===== src/rtl/divider_pkg.sv =====
// Shared types and constants for the sequential restoring divider.
package divider_pkg;

   localparam int DW_DEF = 32;
   localparam int VW_DEF = 16;
   localparam int CNT_W  = $clog2(DW_DEF);

   // Quotient reported when the divisor is zero.
   localparam logic [DW_DEF-1:0] DBZ_QUOT = {DW_DEF{1'b1}};

   typedef enum logic [1:0] {
      IDLE = 2'd0,
      BUSY = 2'd1,
      DONE = 2'd2
   } state_t;

endpackage


===== src/rtl/div_step.sv =====
// One restoring-division step: shift in the next dividend bit, trial-subtract
// the divisor and keep the difference only when it does not go negative.
module div_step #(
   parameter int VW = 16
) (
   input  logic [VW:0]   pr_in,
   input  logic          next_bit,
   input  logic [VW-1:0] divisor,
   output logic [VW:0]   pr_out,
   output logic          q_bit
);

   logic [VW+1:0] shifted;
   logic [VW+1:0] diff;

   // The partial remainder stays below the divisor, so the shifted value fits
   // in VW+1 bits and the top bit of the VW+2-bit difference is the borrow.
   always_comb begin
      shifted = {pr_in, next_bit};
      diff    = shifted - {2'b00, divisor};
      q_bit   = ~diff[VW+1];
      pr_out  = q_bit ? diff[VW:0] : shifted[VW:0];
   end

endmodule


===== src/rtl/seq_divider_32by16.sv =====
// Sequential restoring divider, one quotient bit per clock, valid/ready on
// both the operand and the result side.
//
// state | meaning
// ------+-------------------------------------------------------------
// IDLE  | waiting for operands, in_ready high once out of reset
// BUSY  | DW restoring steps, one per cycle, counter runs DW-1 down to 0
// DONE  | result presented with out_valid, frozen until out_ready
module seq_divider_32by16
   import divider_pkg::*;
#(
   parameter int DW = DW_DEF,
   parameter int VW = VW_DEF
) (
   input  logic          clk,
   input  logic          rst_n,
   input  logic          in_valid,
   output logic          in_ready,
   input  logic [DW-1:0] dividend,
   input  logic [VW-1:0] divisor,
   output logic          out_valid,
   input  logic          out_ready,
   output logic [DW-1:0] quotient,
   output logic [VW-1:0] remainder,
   output logic          div_by_zero
);

   localparam int CW = $clog2(DW);

   state_t          state_q;
   logic [CW-1:0]   cnt_q;
   logic [DW-1:0]   q_sh_q;
   logic [VW:0]     pr_q;
   logic [VW-1:0]   dvs_q;
   logic            in_ready_q;
   logic            out_valid_q;
   logic [DW-1:0]   quotient_q;
   logic [VW-1:0]   remainder_q;
   logic            dbz_q;

   logic [VW:0]     pr_d;
   logic            qbit_d;

   div_step #(.VW(VW)) u_step (
      .pr_in    (pr_q),
      .next_bit (q_sh_q[DW-1]),
      .divisor  (dvs_q),
      .pr_out   (pr_d),
      .q_bit    (qbit_d)
   );

   // FSM, counter, datapath registers and registered outputs. in_ready comes
   // up on the first clock after reset release and gates the accept itself.
   always_ff @(posedge clk or negedge rst_n) begin
      if (!rst_n) begin
         state_q     <= IDLE;
         cnt_q       <= '0;
         q_sh_q      <= '0;
         pr_q        <= '0;
         dvs_q       <= '0;
         in_ready_q  <= 1'b0;
         out_valid_q <= 1'b0;
         quotient_q  <= '0;
         remainder_q <= '0;
         dbz_q       <= 1'b0;
      end else begin
         case (state_q)
            IDLE: begin
               in_ready_q <= 1'b1;
               if (in_valid && in_ready_q) begin
                  in_ready_q <= 1'b0;
                  q_sh_q     <= dividend;
                  dvs_q      <= divisor;
                  if (divisor != '0) begin
                     pr_q    <= '0;
                     cnt_q   <= CW'(DW - 1);
                     state_q <= BUSY;
                  end else begin
                     quotient_q  <= '1;
                     remainder_q <= dividend[VW-1:0];
                     dbz_q       <= 1'b1;
                     out_valid_q <= 1'b1;
                     state_q     <= DONE;
                  end
               end
            end
            BUSY: begin
               pr_q   <= pr_d;
               q_sh_q <= {q_sh_q[DW-2:0], qbit_d};
               if (cnt_q == '0) begin
                  quotient_q  <= {q_sh_q[DW-2:0], qbit_d};
                  remainder_q <= pr_d[VW-1:0];
                  dbz_q       <= 1'b0;
                  out_valid_q <= 1'b1;
                  state_q     <= DONE;
               end else begin
                  cnt_q <= cnt_q - 1'b1;
               end
            end
            DONE: begin
               if (out_ready) begin
                  out_valid_q <= 1'b0;
                  in_ready_q  <= 1'b1;
                  state_q     <= IDLE;
               end
            end
            default: begin
               state_q <= IDLE;
            end
         endcase
      end
   end

   assign in_ready    = in_ready_q;
   assign out_valid   = out_valid_q;
   assign quotient    = quotient_q;
   assign remainder   = remainder_q;
   assign div_by_zero = dbz_q;

endmodule


===== config.mk =====
export PLATFORM = sky130hd
export DESIGN_NAME = seq_divider_32by16
export DESIGN_NICKNAME = d
export VERILOG_FILES = /design/src/rtl/divider_pkg.sv /design/src/rtl/div_step.sv /design/src/rtl/seq_divider_32by16.sv
export SDC_FILE = /design/constraint.sdc
export NUM_CORES = 1
export LEC_CHECK = 0
export CORE_MARGIN = 2
export CORE_UTILIZATION = 45
export CTS_CLUSTER_SIZE = 30
export DETAILED_ROUTE_END_ITERATION = 6
export HOLD_SLACK_MARGIN = 0.15
export PLACE_DENSITY = 0.7
export SYNTH_ARGS = -nofsm -noshare
export SYNTH_HDL_FRONTEND = slang
export SYNTH_SLANG_ARGS = --single-unit
export TNS_END_PERCENT = 1

===== constraint.sdc =====
create_clock -name clk -period 3.13 [get_ports clk]
set_input_delay 0.939 -clock clk [delete_from_list [all_inputs] [get_ports clk]]
set_output_delay 0.939 -clock clk [all_outputs]
set_load 0.02 [all_outputs]

==> results of run 1 <==
[per-layer routing]
metal	track usage	share of wire	up-vias
met1	0.286	0.45	2490
met2	0.356	0.48	154
li1	-	-	2497
met5	0	0	-
met3	0.0426	0.055	34
met4	0.0754	0.020	0
[state kept, by name (all words and copies together) (netlist names), 2 cells and up]
| signal | flops |
|---|---|
| pr_q | 17 |
| quotient | 32 |
| q_sh_q | 32 |
| remainder | 16 |
| cnt_q | 5 |
| dvs_q | 16 |
| state_q | 2 |
[metrics by stage]
stage          hold WS [ns]  std cells
6_report              0.486        955
5_1_grt               0.512        955
3_5_place_dp          0.478        923
3_3_place_gp          0.471        923
2_1_floorplan         0.475        651
4_1_cts               0.490        955
[power by group]
group	switching, mW	internal, mW	total, mW
clock network	0.717	1.25	1.96
registers	0.563	2.38	2.94
logic	3.12	2.42	5.54
total	4.40	6.04	10.4
[cell usage in the layout (no fill, tap or decap), types with 5 or more instances in the layout]
cell             count
a21o_1               9
xor2_1               6
nand4_1              6
clkbuf_16           17
nand2_1             68
o21ai_1             68
buf_4               23
nor3b_1              7
a22oi_1             10
clkdlybuf4s50_1    101
dfrtp_1            123
nand3_1              8
ha_1                20
a21oi_1             51
nor3_1               5
mux2i_1             46
clkinvlp_4           5
nor4_1               5
inv_1               26
xnor2_1              9
nor2_1              74
o21ai_0             14
mux2_2              17
[final timing paths]
kind	from	to	cells after the start	slack, ns
setup / recovery	pr_q[11]	remainder[8]	10	0.18
hold / removal	quotient[12]	quotient[12]	2	0.49
setup reg to reg	pr_q[11]	remainder[8]	10	0.18
hold reg to reg	quotient[12]	quotient[12]	2	0.49
max in group asynchronous	rst_n	q_sh_q[9]	2	1.96
min in group asynchronous	rst_n	q_sh_q[11]	1	0.55
[worst reg2reg max path, stage by stage (launching register included)]
cell and delay [ns]:
dfrtp_1 0.42, ha_1 0.39, a21oi_2 0.25, o21a_1 0.19, nor2_1 0.07, a2111oi_2 0.45
o21ai_4 0.15, xor2_4 0.19, buf_4 0.24, mux2_2 0.40, o21ai_1 0.14
[cells by family (layout without fill, tap and decap cells)]
| logic type | count (synthesis) | after routing | share of synthesized area |
|---|---|---|---|
| and+or+nand+nor | 185 | 185 | 0.129 |
| AOI/OAI and AO/OA | 175 | 175 | 0.160 |
| DFF | 123 | 123 | 0.491 |
| muxes | 65 | 65 | 0.108 |
| buffers and inverters | 65 | 189 | 0.0413 |
| adders and majority gates | 22 | 22 | 0.0451 |
| xor gates and xnor gates | 16 | 16 | 0.0254 |
[area by class of cell]
| class | instances | area share |
|---|---|---|
| clock buffer | 21 | 0.0585 |
| clock inverter | 11 | 0.0143 |
| inverter | 29 | 0.0132 |
| multi-input combinational | 463 | 0.358 |
| sequential | 123 | 0.374 |
| tap | 180 | 0.0274 |
| timing repair buffer | 128 | 0.154 |
==> metrics.txt, run 1 <==
outcome=complete, but fails checks; failing checks=design-rule violations; CP cell instances=ha_1 -> a21oi_2 -> o21a_1 -> nor2_1 -> a2111oi_2 -> o21ai_4 -> xor2_4 -> buf_4 -> mux2_2 -> o21ai_1; Cell Pwr Density=1270 nW/um2; ant diodes=0; fill cell count=1162; die area=14900 um2; maximum vdd ir drop=0.611 mV; fin crit share=0.942; Worst-Skew Late Latency=0.42 ns; Max stage delay on crit path=0.45 ns; grt ovf=0; dominant cell by count in the synthesized netlist=dfrtp_1; CTS HTree Levels=4; max cap viols=0; RSZ-0062 raised after global routing=false; DP Area=7620 um2; Seq/Total Area, Yosys=0.491; initial antenna violation count=0; Die X-Extent=122 um; Critical Path Fanout Max=11; Synth Net Count=725; register bit count reported by yosys=123; Post-synth EDFFs=0; slew margin rel.=0.555; fmax=0.339 GHz; clock slew at reported path FFs=0.06 ns; core area=13700 um2; synthesized cell area=6270 um2; Post-Syn Area per Cell=9.63 um2; Area Growth Syn to Fin=31.1%; dpl hpwl=11400 um; fin worst setup slack=0.180 ns; dominant cell type by area after synthesis=dfrtp_1; Root Driver=clkbuf_16; # clock sinks=123; remaining antenna violation count=0; Layout Utilization=0.599; Worst Path Buf+Inv=1; Final Instance Area=8220 um2; Slew Limit Fails=0; DRC errors left=1; Worst Clk Skew=0.0101 ns; row count=43; Die H=122 um; CTS Hold Bufs=0; Synth cell types=49; Fin. Hold Viols=0; DR vias=5175; first-pass GRT wire length=25400 um; Setup crit end kind=flop; layout cells sized above 1=0.114; Pre-Repair DR Iteration Count=7; Period minus WS final=2.95 ns; routability cong.=0.852; ys async rst share=1.00; CTS tree=done; num ports=103; critical path data arrival time=3.30 ns; share of the synthesized area in the top cell type=0.491; synth warn=0; Port-buffer cells=102; Setup Fix Bufs, Post-CTS=0; Starting Density=0.457; CP Launch Type=flop; WP data required=3.48 ns; Setup TNS=0 ns; Sequential Area=3080 um2; vias in the first global route=5209; Resized Gates After CTS=0; Placement Setup Slack=-0.0242 ns; Nets=836; Hold Path Class=flop to flop; Final setup viols=0; via-per-instance ratio=5.42; CP Class=flop to flop; top cells by count, synth=123 x dfrtp_1, 74 x nor2_1, 69 x o21ai_1, 68 x nand2_1, 51 x a21oi_1; DRT Wirelength=15500 um; cell family with most CP delay=compound AO/OA/AOI/OAI gates; cts bufs inserted=17; worst slew pin tran=0.668 ns; average wire per standard cell=16.2 um; area of the multi-input gates=2950 um2; largest cells by area after synthesis=dfrtp_1 49%, mux2i_1 7.3%, o21ai_1 5.5%, nor2_1 4.4%, ha_1 4.2%; initial DRC count=439; CP max stage cell=a2111oi_2; largest net degree at the start of global routing=63; Clock Path Buffers=2; Leak=3.60 nW; Synth Instances=651; ys flop type=dfrtp_1; global-route usage over all layers=0.216; total power=10.4 mW
Note: power is estimated with default switching activity, not from simulation.
==> run 2: changes to the inputs <==
--- a/config.mk
+++ b/config.mk
@@ -5,13 +5,14 @@
 export SDC_FILE = /design/constraint.sdc
 export NUM_CORES = 1
 export LEC_CHECK = 0
+export CELL_PAD_IN_SITES_DETAIL_PLACEMENT = 0
+export CELL_PAD_IN_SITES_GLOBAL_PLACEMENT = 1
 export CORE_MARGIN = 2
-export CORE_UTILIZATION = 45
+export CORE_UTILIZATION = 41
 export CTS_CLUSTER_SIZE = 30
 export DETAILED_ROUTE_END_ITERATION = 6
 export HOLD_SLACK_MARGIN = 0.15
-export PLACE_DENSITY = 0.7
+export PLACE_DENSITY = 0.81
 export SYNTH_ARGS = -nofsm -noshare
 export SYNTH_HDL_FRONTEND = slang
 export SYNTH_SLANG_ARGS = --single-unit
-export TNS_END_PERCENT = 1
==> constraint.sdc (replaced) <==
create_clock -name clk -period 2.8 [get_ports clk]
set_input_delay 0.84 -clock clk [delete_from_list [all_inputs] [get_ports clk]]
set_output_delay 0.84 -clock clk [all_outputs]
set_load 0.02 [all_outputs]
==> metrics.txt, run 2 (synthesis results as in run 1) <==
remaining antenna violation count=0 (unchanged); Critical Path Fanout Max=4 (-7); worst slew pin tran=0.748 ns (+0.0809 ns); Nets=860 (+2.9%); Placement Setup Slack=-0.163 ns (-0.139 ns); CP cell instances=ha_1 -> nand2_1 -> buf_4 -> or4_4 -> o21ai_4 -> xor2_4 -> mux2_4 -> a221o_1; DP Area=7820 um2 (+2.6%); most common cell after layout, fill and taps aside=dfrtp_1; Final Instance Area=8440 um2 (+2.7%); routability cong.=0.828 (-2.8%); most frequent cells in the layout=123 x dfrtp_1, 101 x clkdlybuf4s50_1, 74 x nor2_1, 70 x o21ai_1, 67 x nand2_1; global-route usage over all layers=0.196 (-0.0204); Setup crit end kind=flop; via-per-instance ratio=5.22 (-3.7%); largest net degree at the start of global routing=63 (unchanged); Worst Path Buf+Inv=1 (unchanged); num ports=103 (unchanged); Period minus WS final=2.71 ns (-0.237 ns); maximum vdd ir drop=0.622 mV (+1.7%); CP Class=flop to flop; Reg2Reg Depth=8 (-2); Hold Path Class=primary input to asynchronous set/reset pin; # clock sinks=123 (unchanged); FF-to-FF Start=pr_q[10]; layout cells sized above 1=0.153 (+0.0393); Worst-Skew Late Latency=0.42 ns (about the same); initial antenna violation count=0 (unchanged); Cell Pwr Density=1420 nW/um2 (+12%); Die X-Extent=128 um (+4.6%); Worst Clk Skew=0.00863 ns (-0.00143 ns); Clock Path Buffers=2 (unchanged); slew margin rel.=0.501 (-0.0539); first-pass GRT wire length=25300 um (-0.44%); WP data required=3.10 ns (-0.38 ns); ant diodes=0 (unchanged); CTS HTree Levels=4 (unchanged); fmax=0.369 GHz (+8.8%); Max stage delay on crit path=0.48 ns (+0.03 ns); Root Driver=clkbuf_16; CP max stage cell=or4_4; RSZ-0062 raised after global routing=true; outcome=completed; Sequential Area=3080 um2 (unchanged); DRT Wirelength=15100 um (-2.0%); FF-to-FF setup slack=0.09 ns (-0.09 ns); Final Instance Count excl. Fillers=986 (+3.2%); Port-buffer cells=102 (unchanged); CTS tree=done; core area=15100 um2 (+10%); Starting Density=0.415 (-0.0415); die area=16300 um2 (+9.4%); critical path data arrival time=3.01 ns (-0.29 ns); vias in the first global route=5074 (-2.6%); DR vias=5147 (-0.54%); FF-to-FF End=remainder[15]; clock slew at reported path FFs=0.06 ns (about the same); DRC errors left=0 (-1); area of the multi-input gates=3000 um2 (+1.9%); row count=45 (+4.7%); grt ovf=0 (unchanged); fill cell count=1332 (+15%); Fin. Hold Viols=0 (unchanged); cts bufs inserted=17 (unchanged); dpl hpwl=11300 um (-0.87%); fin crit share=0.969 (+0.0263); Area Growth Syn to Fin=34.7%; CP Launch Type=flop; Setup TNS=0 ns (unchanged); cell family with most CP delay=simple AND/OR/NAND/NOR gates; average wire per standard cell=15.4 um (-5.1%); max cap viols=0 (unchanged); initial DRC count=226 (-49%); Final setup viols=0 (unchanged); Leak=3.70 nW (+2.9%); Slew Limit Fails=0 (unchanged); total power=12.0 mW (+15%); fin worst setup slack=0.0876 ns (-0.0926 ns); Pre-Repair DR Iteration Count=6 (-1); Placed Cells=954 (+3.4%); Die H=128 um (+4.6%)
[run 2: cell types whose count changed in the layout (fill, tap and decap cells not counted), moves of 3 or more]
cell | before | now
mux2i_1 | 46 | 43
a21oi_1 | 51 | 48
buf_4 | 23 | 44
a21oi_2 | 1 | 4
mux2i_2 | 0 | 3
[run 2: repair_timing]
action | CTS | global route
resized for setup | 2 | 14
setup buffers | 0 | 1
setup endpoints to repair | 1 | 30
hold buffers | 0 | 0
pin swaps | 0 | 1
hold endpoints to repair | 0 | 0
[run 2: power breakdown]
part	internal, mW	total [mW]	switching, mW
Sequential	2.66	3.25	0.590
Combinational	3.11	6.75	3.63
Clock	1.25	2.04	0.782
Total	7.03	12.0	5.00
[run 2: cell type report]
cell class,count,share of cell area
clock buffer,20,0.0541
clock inverter,11,0.0116
inverter,29,0.0129
multi-input combinational,463,0.356
sequential,123,0.365
tap,188,0.0279
timing repair buffer,152,0.173
[run 2: stage by stage]
stage                     hold slack [ns]   util
after detailed placement            0.474  0.518
after global routing                0.273  0.559
after global placement              0.465  0.518
after CTS                           0.270  0.555
final                               0.281  0.559
after floorplan                     0.475      -
[run 2: layer usage]
layer / GRT usage / share of wire
met5: 0 / 0
met4: 0.0588 / 0.012
met3: 0.0497 / 0.038
met2: 0.316 / 0.47
met1: 0.262 / 0.48
[run 2: worst max-delay path by stage]
stage           startpoint       endpoint  slack (ns)  depth (start not counted)
2_1_floorplan     pr_q[11]  remainder[15]       0.008                          9
3_3_place_gp   divisor[14]  remainder[15]       -0.10                          7
3_5_place_dp   divisor[14]  remainder[15]       -0.16                          7
4_1_cts           pr_q[11]   remainder[0]        0.03                          9
5_1_grt         q_sh_q[31]       pr_q[16]       -0.02                         12
6_report          pr_q[10]  remainder[15]        0.09                          8
==> edit 1 (config.mk and constraints of run 1) <==
Register the inputs `dividend` and `divisor` before use, without a reset. The logic sees them one clock later. The other inputs are not delayed to match.
--- a/src/rtl/seq_divider_32by16.sv
+++ b/src/rtl/seq_divider_32by16.sv
@@ -28,2 +28,10 @@
    localparam int CW = $clog2(DW);
+
+   logic [DW-1:0] dividend_q;
+   logic [VW-1:0] divisor_q;
+
+   always_ff @(posedge clk) begin
+      dividend_q <= dividend;
+      divisor_q  <= divisor;
+   end
 
@@ -71,5 +79,5 @@
                   in_ready_q <= 1'b0;
-                  q_sh_q     <= dividend;
-                  dvs_q      <= divisor;
-                  if (divisor != '0) begin
+                  q_sh_q     <= dividend_q;
+                  dvs_q      <= divisor_q;
+                  if (divisor_q != '0) begin
                      pr_q    <= '0;
@@ -79,3 +87,3 @@
                      quotient_q  <= '1;
-                     remainder_q <= dividend[VW-1:0];
+                     remainder_q <= dividend_q[VW-1:0];
                      dbz_q       <= 1'b1;
Function: changed (Yosys sat finds a counterexample within 4 cycles, from zero or initial values and one cycle with rst_n low).
==> edit 1 against run 1 <==
- combinational power up 12%
- sequential cell count up 48
- first-iteration DRC count is 1.1% lower
- synthesized cell count increased by 20%
- power grew 14%
- design area grew 19%
- critical endpoint is now remainder[10]
- non-clock buffer count grew 18
- wire length grew 22%
- die area is 22% higher
- critical path type unchanged
- setup slack got worse by 0.041 ns
- synthesized area up 23%
- final cell count is 19% higher
- via count is 19% higher
==> edit 1: results (changes against run 1) <==
** Status
- The run finished with clean final reports.

** Critical path
- Number of cell instances on the worst register-to-register path :: 12 (+2)
- The worst reg-to-reg setup slack came to 0.14 ns (-0.04 ns).
- The worst register-to-register path begins at q_sh_q[31].
- Arrival time at the worst endpoint :: 3.34 ns (+0.04 ns)
- Worst flop-to-flop path endpoint :: remainder[10]

** Synth
- The total nets after synthesis is 854 (+18%).
- Fraction of synthesis flops using an asynchronous set or reset pin :: 0.719 (-0.281)
- Top post-synthesis cells by area :: sky130_fd_sc_hd__dfrtp_1 40%, sky130_fd_sc_hd__dfxtp_1 12%, sky130_fd_sc_hd__o21ai_0 6.9%, sky130_fd_sc_hd__nand2_1 6.9%, sky130_fd_sc_hd__mux2i_1 5.7%
- Top cells by count, synth :: 141 x sky130_fd_sc_hd__nand2_1, 123 x sky130_fd_sc_hd__dfrtp_1, 107 x sky130_fd_sc_hd__o21ai_0
- Proportion of synthesized chip area in sequential cells :: 0.524 (+0.0327)

** Place
- Placed instance count :: 1100 (+19%)
- Final HPWL from detailed placement :: 13.7 mm (+20%)

** Global route
- The routing usage on met1 came to 0.296 (+0.00986).
- The global routing met2 resource utilization was 0.353 (-0.00279).
- Met3 track utilization from global routing :: 0.0473 (+0.00469)
- The largest net degree at the start of global routing was 52 (-17%).
- Wire length of the first global-routing pass :: 30.9 mm (+22%)

** Cells and area
- The number of fillers in the final layout is 1457 (+25%).
- The net count of the finished layout was 975 (+17%).
- The share of post-route cells with drive strength above 1 was 0.126 (+0.0123).

** Routing
- The DRC violation total after the first TritonRoute iteration is 434 (-1.1%).
- Total number of vias :: 6177 (+19%)
- The wire length the detailed router placed on met1 is 8.53 mm (+24%).
- Detailed route wirelength on metal2 :: 9.02 mm (+22%)
- The final routed wire length divided by cell count was 16.7 um (+2.9%).

** Pwr
- The static leakage came to 4.37 nW (+22%).
- The maximum ir drop on the vdd rail came to 0.000694 V (+14%).

** Timing
- Remaining max-slew budget at the tightest pin :: 0.495 (-0.0596)
- Crit share post-route :: 0.956 (+0.0132)
- Setup skew after layout :: 0.0110 ns (+0.000899 ns)

** Worst hold path
- Path category of the worst min-delay check :: in2async
==> edit 1: changes by cell type after synthesis, sizes merged, moves of 7 or more <==
cell	change
nor2	-54
a21oi	-18
dfxtp	+48
nand2	+73
o21ai	+25
o22ai	+7
==> edit 1: cells by family (layout without fill, tap and decap cells) <==
| family | count (synthesis) | in the layout | share of synthesized area |
|---|---|---|---|
| XOR/XNOR | 9 | 9 | 0.0102 |
| adder cells (fa/ha/maj) | 22 | 22 | 0.0367 |
| buffers and inverters | 74 | 208 | 0.0397 |
| flip-flops | 171 | 171 | 0.524 |
| multiplexers | 62 | 62 | 0.0834 |
| AO/OA/AOI/OAI | 221 | 221 | 0.177 |
| AND/OR/NAND/NOR | 221 | 221 | 0.130 |
==> edit 1: timing repair <==
item / 4_1_cts / 5_1_grt
endpoints found under the setup margin: 0 / 3
setup buffers: 0 / 2
resized for setup: 0 / 2
==> edit 1: worst max-delay path, stage by stage (launching register included) <==
cell                        delay [ns]
sky130_fd_sc_hd__dfrtp_1          0.37
sky130_fd_sc_hd__inv_1            0.07
sky130_fd_sc_hd__ha_1             0.19
sky130_fd_sc_hd__inv_1            0.07
sky130_fd_sc_hd__fa_1             0.21
sky130_fd_sc_hd__a21oi_1          0.12
sky130_fd_sc_hd__buf_4            0.16
sky130_fd_sc_hd__o2111ai_1        0.22
sky130_fd_sc_hd__o211a_1          0.25
sky130_fd_sc_hd__a311o_1          0.18
sky130_fd_sc_hd__or4b_2           0.63
sky130_fd_sc_hd__o31a_1           0.32
sky130_fd_sc_hd__a22oi_2          0.14
==> edit 1: area by class of cell <==
class / instances / area [um^2] / area share
timing repair buffer: 146 / 1390 / 0.142
multi-input combinational: 535 / 3390 / 0.346
inverter: 30 / 113 / 0.0115
clock buffer: 18 / 429 / 0.0438
sequential: 171 / 4040 / 0.413
tap: 220 / 275 / 0.0281
clock inverter: 14 / 159 / 0.0162
==> edit 1: power groups by stage <==
stage / Sequential (mW) / Combinational, mW / Clock (mW)
5_1_grt: 3.66 / 6.89 / 2.23
4_1_cts: 3.57 / 6.18 / 2.12
3_3_place_gp: 3.59 / 6.05 / 0
2_1_floorplan: 3.83 / 3.68 / 0
6_report: 3.56 / 6.23 / 2.08
3_5_place_dp: 3.61 / 6.16 / 0
==> edit 1: worst min-delay path by stage <==
stage                             start           end  slack [ns]  cells after the start
after global routing              rst_n   quotient[7]        0.43                      1
after detailed placement    quotient[4]   quotient[4]        0.46                      2
after CTS                         rst_n   quotient[7]        0.43                      1
final                             rst_n   quotient[7]        0.43                      1
after floorplan           divisor_q[10]     dvs_q[10]        0.45                      1
after global placement     quotient[30]  quotient[30]        0.45                      2
==> edit 2 (flow settings as in run 1) <==
Without the edit above. Change the package constant `VW_DEF` from 16 to 24.
--- a/src/rtl/divider_pkg.sv
+++ b/src/rtl/divider_pkg.sv
@@ -4,3 +4,3 @@
    localparam int DW_DEF = 32;
-   localparam int VW_DEF = 16;
+   localparam int VW_DEF = 24;
    localparam int CNT_W  = $clog2(DW_DEF);
Interface: changed (resized divisor and remainder); port bits go from 103 to 119. No check against the original RTL was run, so the function may have changed too.
==> edit 2 against run 1 <==
- sequential cell count increased by 24
- non-clock buffer count rose by 44
- synthesized area up 28%
- synthesized cell count up 33%
- via count is 35% higher
- fmax shrank 5.3%
- first-iteration DRC count grew 13%
- highest routed layer unchanged
- wire length up 43%
- die area up 27%
- critical endpoint is now remainder[9]
- setup slack lost 0.17 ns
- power rose by 18%
- design area increased by 26%
==> edit 2: results (changes against run 1) <==
** Timing
- Crit path setup slack, layout :: 0.0142 ns (-0.166 ns)
- Remaining max-slew budget at the tightest pin :: 0.485 (-0.0700)
- Setup skew after layout :: 0.00835 ns (-0.00171 ns)
- The minimum hold slack is 0.505 ns (+0.0186 ns).

** Critical path
- The arrival time of data at the critical path endpoint came to 3.46 ns (+0.16 ns).
- In this run the critical register-to-register path is captured at remainder[9].
- For this design, the slowest cell found on the critical path is sky130_fd_sc_hd__a2111oi_0.
- Max FO, Critical Path :: 7 (-4)
- The critical path starts at pr_q[15].
- Largest stage delay on the critical path :: 0.66 ns (+0.21 ns)

** Pwr
- Cell leakage power :: 4.54 nW (+26%)
- Worst ir drop on vdd :: 0.000578 V (-5.5%)

** Place
- The cell count after placement was 1216 (+32%).
- The quantity of I/O buffers inserted on ports is 118 (+16%).
- The worst slack at placement is -0.368 ns (-0.344 ns).
- The routability-driven placement congestion ratio came to 0.876 (+2.8%).
- The detailed placer's ending HPWL was 16.3 mm (+43%).

** Global route
- The largest net degree at the start of global routing came to 69 (+9.5%).
- The global-route wire length before repair came to 35.0 mm (+38%).

** Worst hold path
- The startpoint identified for the worst hold timing path is dvs_q[18].
- For hold timing, the worst endpoint is dvs_q[18].
- Cells on Worst Hold Path :: 1 (-1)

** Synth
- Synthesized area per cell :: 9.27 um^2 (-3.8%)
- The count of different cell masters after synthesis came to 71 (+45%).
- Post-synth net total :: 953 (+31%)
- Top post-synthesis cells by area :: sky130_fd_sc_hd__dfrtp_1 46%, sky130_fd_sc_hd__o21ai_0 6.7%, sky130_fd_sc_hd__ha_1 4.5%, sky130_fd_sc_hd__mux2_2 3.9%, sky130_fd_sc_hd__nand2_1 3.6%
- Top cells by count, synth :: 147 x sky130_fd_sc_hd__dfrtp_1, 107 x sky130_fd_sc_hd__o21ai_0, 77 x sky130_fd_sc_hd__nand2_1
- Proportion of synthesized chip area in sequential cells :: 0.460 (-0.0310)

** Routing
- Total number of vias :: 6980 (+35%)
- The final routed wire length divided by cell count came to 17.7 um (+9.2%).
- The post-detailed-route via-to-cell ratio is 5.60 (+3.3%).
- Violation count after the first detailed-routing iteration :: 498 (+13%)

** Status
- Status :: finished clean

** Cells and area
- The share of post-route cells with drive strength above 1 was 0.139 (+0.0254).
- The final core utilization came to 0.599 (about the same).
- The number of fillers in the final layout is 1538 (+32%).
- The antenna cell count is 0 (unchanged).
- Nets :: 1100 (+32%)

** CTS
- CTS max path bufs :: 2 (unchanged)
==> edit 2: power breakdown <==
part           switching, mW  internal [mW]
Combinational           3.98           3.00
Sequential             0.603           2.78
Clock                  0.834           1.14
Total                   5.41           6.92
==> edit 2: worst register-to-register path: stages, from the launching register on <==
cell	delay [ns]
sky130_fd_sc_hd__dfrtp_1	0.42
sky130_fd_sc_hd__ha_1	0.44
sky130_fd_sc_hd__nand4_1	0.19
sky130_fd_sc_hd__nor3_2	0.24
sky130_fd_sc_hd__nand2_1	0.13
sky130_fd_sc_hd__a31oi_2	0.30
sky130_fd_sc_hd__nor4_2	0.09
sky130_fd_sc_hd__buf_4	0.17
sky130_fd_sc_hd__a2111oi_0	0.67
sky130_fd_sc_hd__a31oi_2	0.17
sky130_fd_sc_hd__a31oi_1	0.22
==> edit 2: layout make-up <==
type,instances,area share
well taps,225,0.0271
repair buffers,172,0.162
inverters,73,0.0264
clock inverters,10,0.00963
clock buffers,21,0.0443
multi-input cells,599,0.376
flip-flops and latches,147,0.354
==> edit 2: layer usage <==
layer / up-vias / global-route usage / routed length (um)
li1: 3351 / - / -
met1: 3363 / 0.338 / 10200
met2: 240 / 0.380 / 10200
met3: 26 / 0.0489 / 1280
met4: 0 / 0.0762 / 343
met5: - / 0 / 0
==> edit 2: kinds of logic (layout without fill, tap and decap cells) <==
logic type,count (synthesis),in the layout,synth area share
adder cells (fa/ha/maj),30,30,0.0479
AO/OA/AOI/OAI,288,288,0.224
XOR/XNOR,17,17,0.0186
flip-flops,147,147,0.460
multiplexers,51,51,0.0688
buffers and inverters,117,276,0.0585
AND/OR/NAND/NOR,213,213,0.122
